## src/rtl/cpu_pipe_pkg.sv

```systemverilog
// Shared pipeline constants and the forwarding-source encoding used by the
// ID->EX operand stage and its bypass muxes.
package cpu_pipe_pkg;

    localparam int DATA_W   = 64;
    localparam int ADDR_W   = 5;
    localparam int ZERO_REG = 31;

    localparam logic [ADDR_W-1:0] XZR = ADDR_W'(ZERO_REG);

    typedef enum logic [2:0] {
        FWD_ZERO,
        FWD_EX,
        FWD_MEM,
        FWD_WB,
        FWD_RF
    } fwd_sel_e;

endpackage

```

## src/rtl/forward_mux.sv

```systemverilog
// Bypass selector for one source operand: XZR, then the youngest in-flight
// producer (EX, MEM, WB), then the register file.
module forward_mux
    import cpu_pipe_pkg::*;
(
    input  logic [ADDR_W-1:0] src,
    input  logic [DATA_W-1:0] rf_data,
    input  logic              ex_valid,
    input  logic              ex_regwrite,
    input  logic              ex_memread,
    input  logic [ADDR_W-1:0] ex_rd,
    input  logic [DATA_W-1:0] ex_result,
    input  logic              mem_valid,
    input  logic              mem_regwrite,
    input  logic [ADDR_W-1:0] mem_rd,
    input  logic [DATA_W-1:0] mem_result,
    input  logic              wb_regwrite,
    input  logic [ADDR_W-1:0] wb_rd,
    input  logic [DATA_W-1:0] wb_data,
    output logic [DATA_W-1:0] operand
);

    fwd_sel_e sel;

    // A load in EX has no data yet; that case is covered by the stall, not here.
    always_comb begin
        sel = FWD_RF;
        if (src == XZR)
            sel = FWD_ZERO;
        else if (ex_valid && ex_regwrite && !ex_memread && (ex_rd == src))
            sel = FWD_EX;
        else if (mem_valid && mem_regwrite && (mem_rd == src))
            sel = FWD_MEM;
        else if (wb_regwrite && (wb_rd == src))
            sel = FWD_WB;
    end

    always_comb begin
        operand = rf_data;
        case (sel)
            FWD_ZERO: operand = '0;
            FWD_EX:   operand = ex_result;
            FWD_MEM:  operand = mem_result;
            FWD_WB:   operand = wb_data;
            default:  operand = rf_data;
        endcase
    end

endmodule

```

## src/rtl/registerEnabled.sv

```systemverilog
// Generic load-enabled register with synchronous active-high reset to zero.
module registerEnabled #(
    parameter int WIDTH = 32
) (
    input  logic             clk,
    input  logic             reset,
    input  logic             enable,
    input  logic [WIDTH-1:0] d,
    output logic [WIDTH-1:0] q
);

    always_ff @(posedge clk) begin
        if (reset)
            q <= '0;
        else if (enable)
            q <= d;
    end

endmodule

```

## src/rtl/operand_forward_stage.sv

```systemverilog
// ID->EX operand stage: resolves RAW hazards by bypassing, stalls ID on
// load-use, and registers operands plus control into the ID/EX register.
module operand_forward_stage
    import cpu_pipe_pkg::*;
#(
    parameter int CTRL_W = 16
) (
    input  logic              clk,
    input  logic              reset,
    input  logic              id_valid,
    input  logic [ADDR_W-1:0] id_rn,
    input  logic [ADDR_W-1:0] id_rm,
    input  logic              id_use_rn,
    input  logic              id_use_rm,
    input  logic [DATA_W-1:0] id_rn_data,
    input  logic [DATA_W-1:0] id_rm_data,
    input  logic [ADDR_W-1:0] id_rd,
    input  logic [CTRL_W-1:0] id_ctrl,
    input  logic              ex_valid,
    input  logic              ex_regwrite,
    input  logic              ex_memread,
    input  logic [ADDR_W-1:0] ex_rd,
    input  logic [DATA_W-1:0] ex_result,
    input  logic              mem_valid,
    input  logic              mem_regwrite,
    input  logic [ADDR_W-1:0] mem_rd,
    input  logic [DATA_W-1:0] mem_result,
    input  logic              wb_regwrite,
    input  logic [ADDR_W-1:0] wb_rd,
    input  logic [DATA_W-1:0] wb_data,
    input  logic              flush,
    input  logic              ex_hold,
    output logic              stall,
    output logic              idex_valid,
    output logic [DATA_W-1:0] idex_op_a,
    output logic [DATA_W-1:0] idex_op_b,
    output logic [ADDR_W-1:0] idex_rd,
    output logic [CTRL_W-1:0] idex_ctrl,
    output logic [31:0]       stall_cycles
);

    logic [DATA_W-1:0] op_a_fwd;
    logic [DATA_W-1:0] op_b_fwd;
    logic              hz_rn;
    logic              hz_rm;
    logic              load_use;
    logic              cnt_enable;
    logic [31:0]       cnt_next;

    forward_mux u_fwd_rn (
        .src          (id_rn),
        .rf_data      (id_rn_data),
        .ex_valid     (ex_valid),
        .ex_regwrite  (ex_regwrite),
        .ex_memread   (ex_memread),
        .ex_rd        (ex_rd),
        .ex_result    (ex_result),
        .mem_valid    (mem_valid),
        .mem_regwrite (mem_regwrite),
        .mem_rd       (mem_rd),
        .mem_result   (mem_result),
        .wb_regwrite  (wb_regwrite),
        .wb_rd        (wb_rd),
        .wb_data      (wb_data),
        .operand      (op_a_fwd)
    );

    forward_mux u_fwd_rm (
        .src          (id_rm),
        .rf_data      (id_rm_data),
        .ex_valid     (ex_valid),
        .ex_regwrite  (ex_regwrite),
        .ex_memread   (ex_memread),
        .ex_rd        (ex_rd),
        .ex_result    (ex_result),
        .mem_valid    (mem_valid),
        .mem_regwrite (mem_regwrite),
        .mem_rd       (mem_rd),
        .mem_result   (mem_result),
        .wb_regwrite  (wb_regwrite),
        .wb_rd        (wb_rd),
        .wb_data      (wb_data),
        .operand      (op_b_fwd)
    );

    // Only a load still in EX forces a bubble; one cycle later it is in MEM.
    always_comb begin
        hz_rn    = ex_valid && ex_memread && ex_regwrite && (ex_rd == id_rn) && (id_rn != XZR);
        hz_rm    = ex_valid && ex_memread && ex_regwrite && (ex_rd == id_rm) && (id_rm != XZR);
        load_use = id_valid && ((id_use_rn && hz_rn) || (id_use_rm && hz_rm));
        stall    = !reset && (load_use || (ex_hold && id_valid));
    end

    always_ff @(posedge clk) begin
        if (reset) begin
            idex_valid <= 1'b0;
            idex_op_a  <= '0;
            idex_op_b  <= '0;
            idex_rd    <= '0;
            idex_ctrl  <= '0;
        end else if (flush) begin
            idex_valid <= 1'b0;
        end else if (ex_hold) begin
            idex_valid <= idex_valid;
        end else if (load_use) begin
            idex_valid <= 1'b0;
        end else begin
            idex_valid <= id_valid;
            idex_op_a  <= op_a_fwd;
            idex_op_b  <= op_b_fwd;
            idex_rd    <= id_rd;
            idex_ctrl  <= id_ctrl;
        end
    end

    assign cnt_enable = stall && (stall_cycles != 32'hFFFF_FFFF);
    assign cnt_next   = stall_cycles + 32'd1;

    registerEnabled #(.WIDTH(32)) u_stall_cnt (
        .clk    (clk),
        .reset  (reset),
        .enable (cnt_enable),
        .d      (cnt_next),
        .q      (stall_cycles)
    );

endmodule
```

## config.mk

```make
export PLATFORM = sky130hd
export DESIGN_NAME = operand_forward_stage
export DESIGN_NICKNAME = d
export VERILOG_FILES = /design/src/rtl/cpu_pipe_pkg.sv /design/src/rtl/forward_mux.sv /design/src/rtl/registerEnabled.sv /design/src/rtl/operand_forward_stage.sv
export SDC_FILE = /design/constraint.sdc
export NUM_CORES = 1
export LEC_CHECK = 0
export ABC_AREA = 1
export BUFFER_PORTS_ARGS = -buffer_cell sky130_fd_sc_hd__clkbuf_2
export CORE_AREA = 4 4 219 221
export CTS_BUF_LIST = sky130_fd_sc_hd__clkbuf_8
export DETAILED_ROUTE_END_ITERATION = 12
export DIE_AREA = 0 0 223 225
export PLACE_DENSITY = 0.58
export SYNTH_ARGS = -nofsm -noshare
export SYNTH_HDL_FRONTEND = slang
export SYNTH_SLANG_ARGS = --single-unit
```

## constraint.sdc

```tcl
create_clock -name clk -period 2.2 [get_ports clk]
set_input_delay 0.22 -clock clk [delete_from_list [all_inputs] [get_ports clk]]
set_output_delay 0.22 -clock clk [all_outputs]
set_load 0.02 [all_outputs]
```

### After elaboration in Yosys (flattened, before gate mapping)

Cells that the tools add are included.

| storage, ports and cells | value |
|---|---|
| flip-flop bits (word level) | 182 |
| input port bits | 379 |

| cells by class | value |
|---|---|
| $add $sub $neg | 1 |
| equal/unequal tests | 17 |
| multiplexer cells | 11 |
| bitwise gates (word level) | 3 |
| reduce and logical (&&, ||, !) cells | 29 |

Operators by type and width:

| operator | count |
|---|---|
| 64-bit one-hot mux with 4 select lines | 2 |
| 32-bit by 1-bit adder with 32-bit output (second input constant) | 1 |
| 32-bit != test (second input constant) | 1 |
| 5-bit == test | 6 |
| 3-bit 2-to-1 mux | 8 |
| 1-bit logical AND | 21 |
| 3-bit by 2-bit == test with 1-bit output (second input constant) | 4 |
| 5-bit == test (second input constant) | 2 |
| 5-bit != test (second input constant) | 2 |
| 3-bit by 1-bit == test with 1-bit output (second input constant) | 2 |
| 3-bit zero test | 2 |
| 1-bit NOT | 3 |
| 3-bit AND reduction | 1 |
| 1-bit zero test | 2 |
| 1-bit logical OR | 2 |
| 2-bit OR reduction | 1 |
| 1-bit 2-to-1 mux | 1 |

### Logic depth before layout (Yosys ltp)

| logic depth | value |
|---|---|
| depth after elaboration | 10 |
| gate-level depth with buffers | 15 |

### Modules after synthesis

From an unflattened synthesis, not the netlist that was laid out.

| unflattened totals | value |
|---|---|
| cell total of the unflattened synthesis | 2282 |
| area total of the unflattened synthesis | 13344.0 µm² |

Modules (own cells, without submodules):

| module | times used | cells each | area each (µm²) | seq. area each (µm²) |
|---|---|---|---|---|
| operand_forward_stage | 1 | 1175 | 7586.0 | 3002.9 |
| forward_mux | 2 | 452 | 2209.6 | 0.0 |
| registerEnabled | 1 | 203 | 1338.8 | 640.6 |

### Worst setup path after synthesis

Ideal clock, no wire load.

| timing | value |
|---|---|
| path type | reg2reg |
| start | reg u_stall_cnt.q[0] |
| end | reg u_stall_cnt.q[20] |
| setup time | 0.132 ns |
| data arrival time | 1.963 ns |
| required time | 2.068 ns |
| slack | 0.105 ns |
| cell stages (with the launch flop) | 11 |
| path buffers | 2 |
| period minus slack after synthesis | 2.095 ns |
| path through | dfxtp_1 ha_1 nand2_1 nor2_2 nand2_1 nor2_1 nand4_1 buf_2 buf_2 nand4_1 a21oi_1 |

| on the way | value |
|---|---|
| longest elaborated chain between the ends | 2 |
| elaborated cells on any way between the ends | 3 |
| those cells by class | add/sub (1); eq/ne (1); reduce/logical (1) |

RTL lines:

| item | RTL line | text |
|---|---|---|
| start, declared | registerEnabled.sv:9 | `output logic [WIDTH-1:0] q` |
| start signal, assigned | registerEnabled.sv:14 | `q <= '0;` |
| start signal, assigned | registerEnabled.sv:16 | `q <= d;` |
| branches (longest 2 deep; another with 32-bit by 1-bit adder with 32-bit output) | n/a |  |

Several ways; the timed one is not identified.
A chain may end at the register's enable or synchronous reset.

### Worst setup path in the final report

| timing | value |
|---|---|
| start | in id_rn[1] |
| end | reg idex_op_a[14] |

| on the way | value |
|---|---|
| longest elaborated chain between the ends | 8 |
| elaborated cells on any way between the ends | 24 |
| those cells by class | eq/ne (8); mux (5); bitwise (1); reduce/logical (10) |

RTL lines:

| item | RTL line | text |
|---|---|---|
| start, declared | operand_forward_stage.sv:11 | `input logic [ADDR_W-1:0] id_rn,` |
| 5-bit == test, on equally long branches | forward_mux.sv:34, forward_mux.sv:30, operand_forward_stage.sv:88 |  |
| 1-bit logical AND, on equally long branches | forward_mux.sv:34, operand_forward_stage.sv:88 |  |
| 3-bit 2-to-1 mux / 1-bit logical AND (equally long branches) | forward_mux.sv:34, operand_forward_stage.sv:88 |  |
| 3-bit 2-to-1 mux / 1-bit logical AND (equally long branches) | forward_mux.sv:32, operand_forward_stage.sv:90 |  |
| 3-bit 2-to-1 mux / 1-bit logical OR (equally long branches) | forward_mux.sv:30, operand_forward_stage.sv:90 |  |
| 3-bit 2-to-1 mux / 1-bit logical AND (equally long branches) | forward_mux.sv:28, operand_forward_stage.sv:90 |  |
| 3-bit by 2-bit == test with 1-bit output (tied with other cells) | forward_mux.sv:40 | `case (sel)` |
| 64-bit one-hot mux with 4 select lines / 3-bit AND reduction (equally long branches) | n/a |  |
| end signal, assigned | operand_forward_stage.sv:109 | `idex_op_a <= op_a_fwd;` |
| end, declared | operand_forward_stage.sv:35 | `output logic [DATA_W-1:0] idex_op_a,` |

Parallel ways exist; a longest one is shown, timed or not.

==> metrics.cfg <==
[floorplanning]
die_h_um=225
rows=79
die_area_um2=50200
core-area_um2=46200
start_util_pct=28.9
io_pins=562
die_w_um=223

[global_routing]
antenna_found_initial=15
grt_max_degree=96
gr-usage-all-layers_pct=29.7
grt_pass1_vias=18500
grt_pass1_wl_um=114000
gr-total-overflow=0

[sta]
rsz0062_at_grt=no
slew_viol_final=0
finalCriticalPeriod_ns=2.08
hold_viol=0
finalSetupTns_ns=0
timing.slew.headroom_pct=61.1
setup_violations=0
clock.fmax_ghz=0.482
max_slew.worst_pin.slew_ns=0.583
skew_ns=0.0147
min_period_over_period_pct=94.4

[drt]
via_per_inst=5.31
finalWirelength_um=78000
drtIter0Drc=2133
avgRoutedWirePerCell_um=21.6
vias=19200
postRouteAntennaNets=0
drt-pass1-iter-count=6
drc=0

[clock_tree]
cts_buffers=17
cts_setup_buffers=0
cts_sinks=182
cts_max_level=4
clock_latency_ns=0.58
max-clock-path-buffers=2
cts_tree=done
clkTransAtPathRegs_ns=0.11
root_buffer=clkbuf_8

[synth]
synth-seq-area-share_pct=27.3
synth.cell_area_um2=13400
yosys_warnings=0
synth_cells=2283
ys_ff_latch=182
synth_edf_count=0
avgSynthCellArea_um2=5.85
synthesis.nets=2663
ys_types=30
ys.flop_type=dfxtp_1
async_flop_share_pct=0

[final_layout]
final_common_cell=nand2_1
final_cell_mix=nand2_1, clkbuf_2, nand4_1
fin_area_um2=19800
drive_gt1_share_pct=24.0
layout.nets=3361
area_growth_pct=47.9
final_util_pct=42.8

[hold_path]
worstHoldEndpoint=idex_op_a[60]
holdCritPathClass=primary input to flip-flop
hold_path_startpoint=id_rn_data[60]
min_delay_path_depth=5

[worst_setup_path]
ff2ff_setup_slack_ns=0.20
worstRegToRegCells=9
arrival_ns=2.59
crit_path_max_fanout=27
critPathLaunchType=primary input
crit_path_end_kind=flip-flop
worstReg2RegEnd=u_stall_cnt.q[25]
rr_startpoint=u_stall_cnt.q[0]
crit_type=primary input to flip-flop
required_ns=2.72

[power]
p_per_area_nw_per_um2=434
total_leakage_power_nw=10.1
ir_drop_uv=245
finalPower_mw=8.57

[flow_run]
cap_violations=0

[placed_design]
port_buffers=561
dpl_cell_area_um2=17200
place_congestion=1.00
dp_hpwl_um=57200

[status]
status=complete, no violations

==> stage by stage <==
stage,hold slack (ns),cells,worst slack (ns)
6_report,0.0744,3612,0.124
5_1_grt,0.0457,3611,0.0178
4_1_cts,0.0000341,3601,0.0808
3_5_place_dp,0.410,3354,0.00729
3_3_place_gp,0.397,3354,0.0119
2_1_floorplan,0.292,2283,0.105
==> cell usage after synthesis, types with 5 or more instances <==
| library cell | n | area [um^2] |
|---|---|---|
| nand2_1 | 677 | 2540 |
| nand4_1 | 329 | 2060 |
| inv_1 | 218 | 818 |
| nor2_1 | 213 | 800 |
| nand3_1 | 187 | 936 |
| dfxtp_1 | 182 | 3640 |
| a21oi_1 | 106 | 531 |
| clkbuf_1 | 101 | 379 |
| o21ai_0 | 76 | 380 |
| buf_2 | 44 | 220 |
| nand3b_1 | 37 | 278 |
| buf_1 | 27 | 101 |
| xor2_1 | 15 | 131 |
| buf_6 | 12 | 135 |
| nor3_1 | 12 | 60.1 |
| xnor2_1 | 12 | 105 |
| buf_4 | 7 | 52.6 |
| nor2_2 | 6 | 37.5 |
| inv_2 | 5 | 18.8 |
==> routing by layer <==
metal	track usage, %	part of all wire, %	routed length [um]
met5	0	0.068	53
met4	14.3	5.0	3880
met3	6.81	8.7	6760
met2	50.0	47	37000
met1	35.9	39	30300
==> power by group <==
part | leakage, nW | internal [mW] | switching, mW
Combinational | 8.43 | 1.06 | 1.51
Sequential | 1.50 | 3.49 | 0.121
Clock | 0.186 | 0.825 | 1.57
==> worst max-delay path, cell delays in order <==
cell and delay, ns:
clkbuf_2 0.12, inv_1 0.10, nand2_1 0.06, nand2_1 0.06, nand2_1 0.06, nor2_1 0.22, nand3_4 0.23, nor2_4 0.19
buf_4 0.37, nand2_1 0.09, nand3_1 0.12, nand2_1 0.06, dlygate4sd3_1 0.55, a21oi_1 0.13
==> registers in the layout, indices dropped and copies added (netlist names) <==
signal	flops
idex_ctrl	16
idex_op_a	64
idex_op_b	64
idex_rd	5
idex_valid	1
u_stall_cnt.q	32
==> area by class of cell <==
cell class / count / area (um^2)
fill: 4969 / 26400
inverter: 224 / 858
clock buffer: 17 / 234
tap: 607 / 759
timing repair buffer: 871 / 6040
clock inverter: 15 / 131
antenna: 11 / 27.5
sequential: 182 / 3640
multi-input combinational: 1685 / 8070
==> cell families after synthesis <==
family          Yosys count  synth area share (%)
xor+xnor                 27                  1.77
compound gates          187                  7.04
flops                   182                  27.3
buf+inv                 416                  13.0
simple gates           1470                  50.8
fa+ha+maj                 1                0.0936
==> worst max path at each step <==
stage               depth (start not counted)           endpoint        startpoint  slack (ns)
finish                                     14      idex_op_a[14]          id_rn[1]        0.12
global route                                9  u_stall_cnt.q[25]  u_stall_cnt.q[0]        0.02
CTS                                        10      idex_op_a[47]             flush        0.08
detailed placement                         11      idex_op_a[23]          id_rn[0]       0.007
global placement                           14      idex_op_b[31]          id_rn[1]        0.01
floorplan                                  10  u_stall_cnt.q[20]  u_stall_cnt.q[0]        0.11
==> timing repair <==
| action | in CTS | in global routing |
|---|---|---|
| endpoints found under the hold margin | 147 | 0 |
| setup endpoints to repair | 0 | 9 |
| hold buffers | 215 | 0 |
| gates resized for setup | 0 | 4 |
No activity file was read; power rests on OpenSTA's default activity.
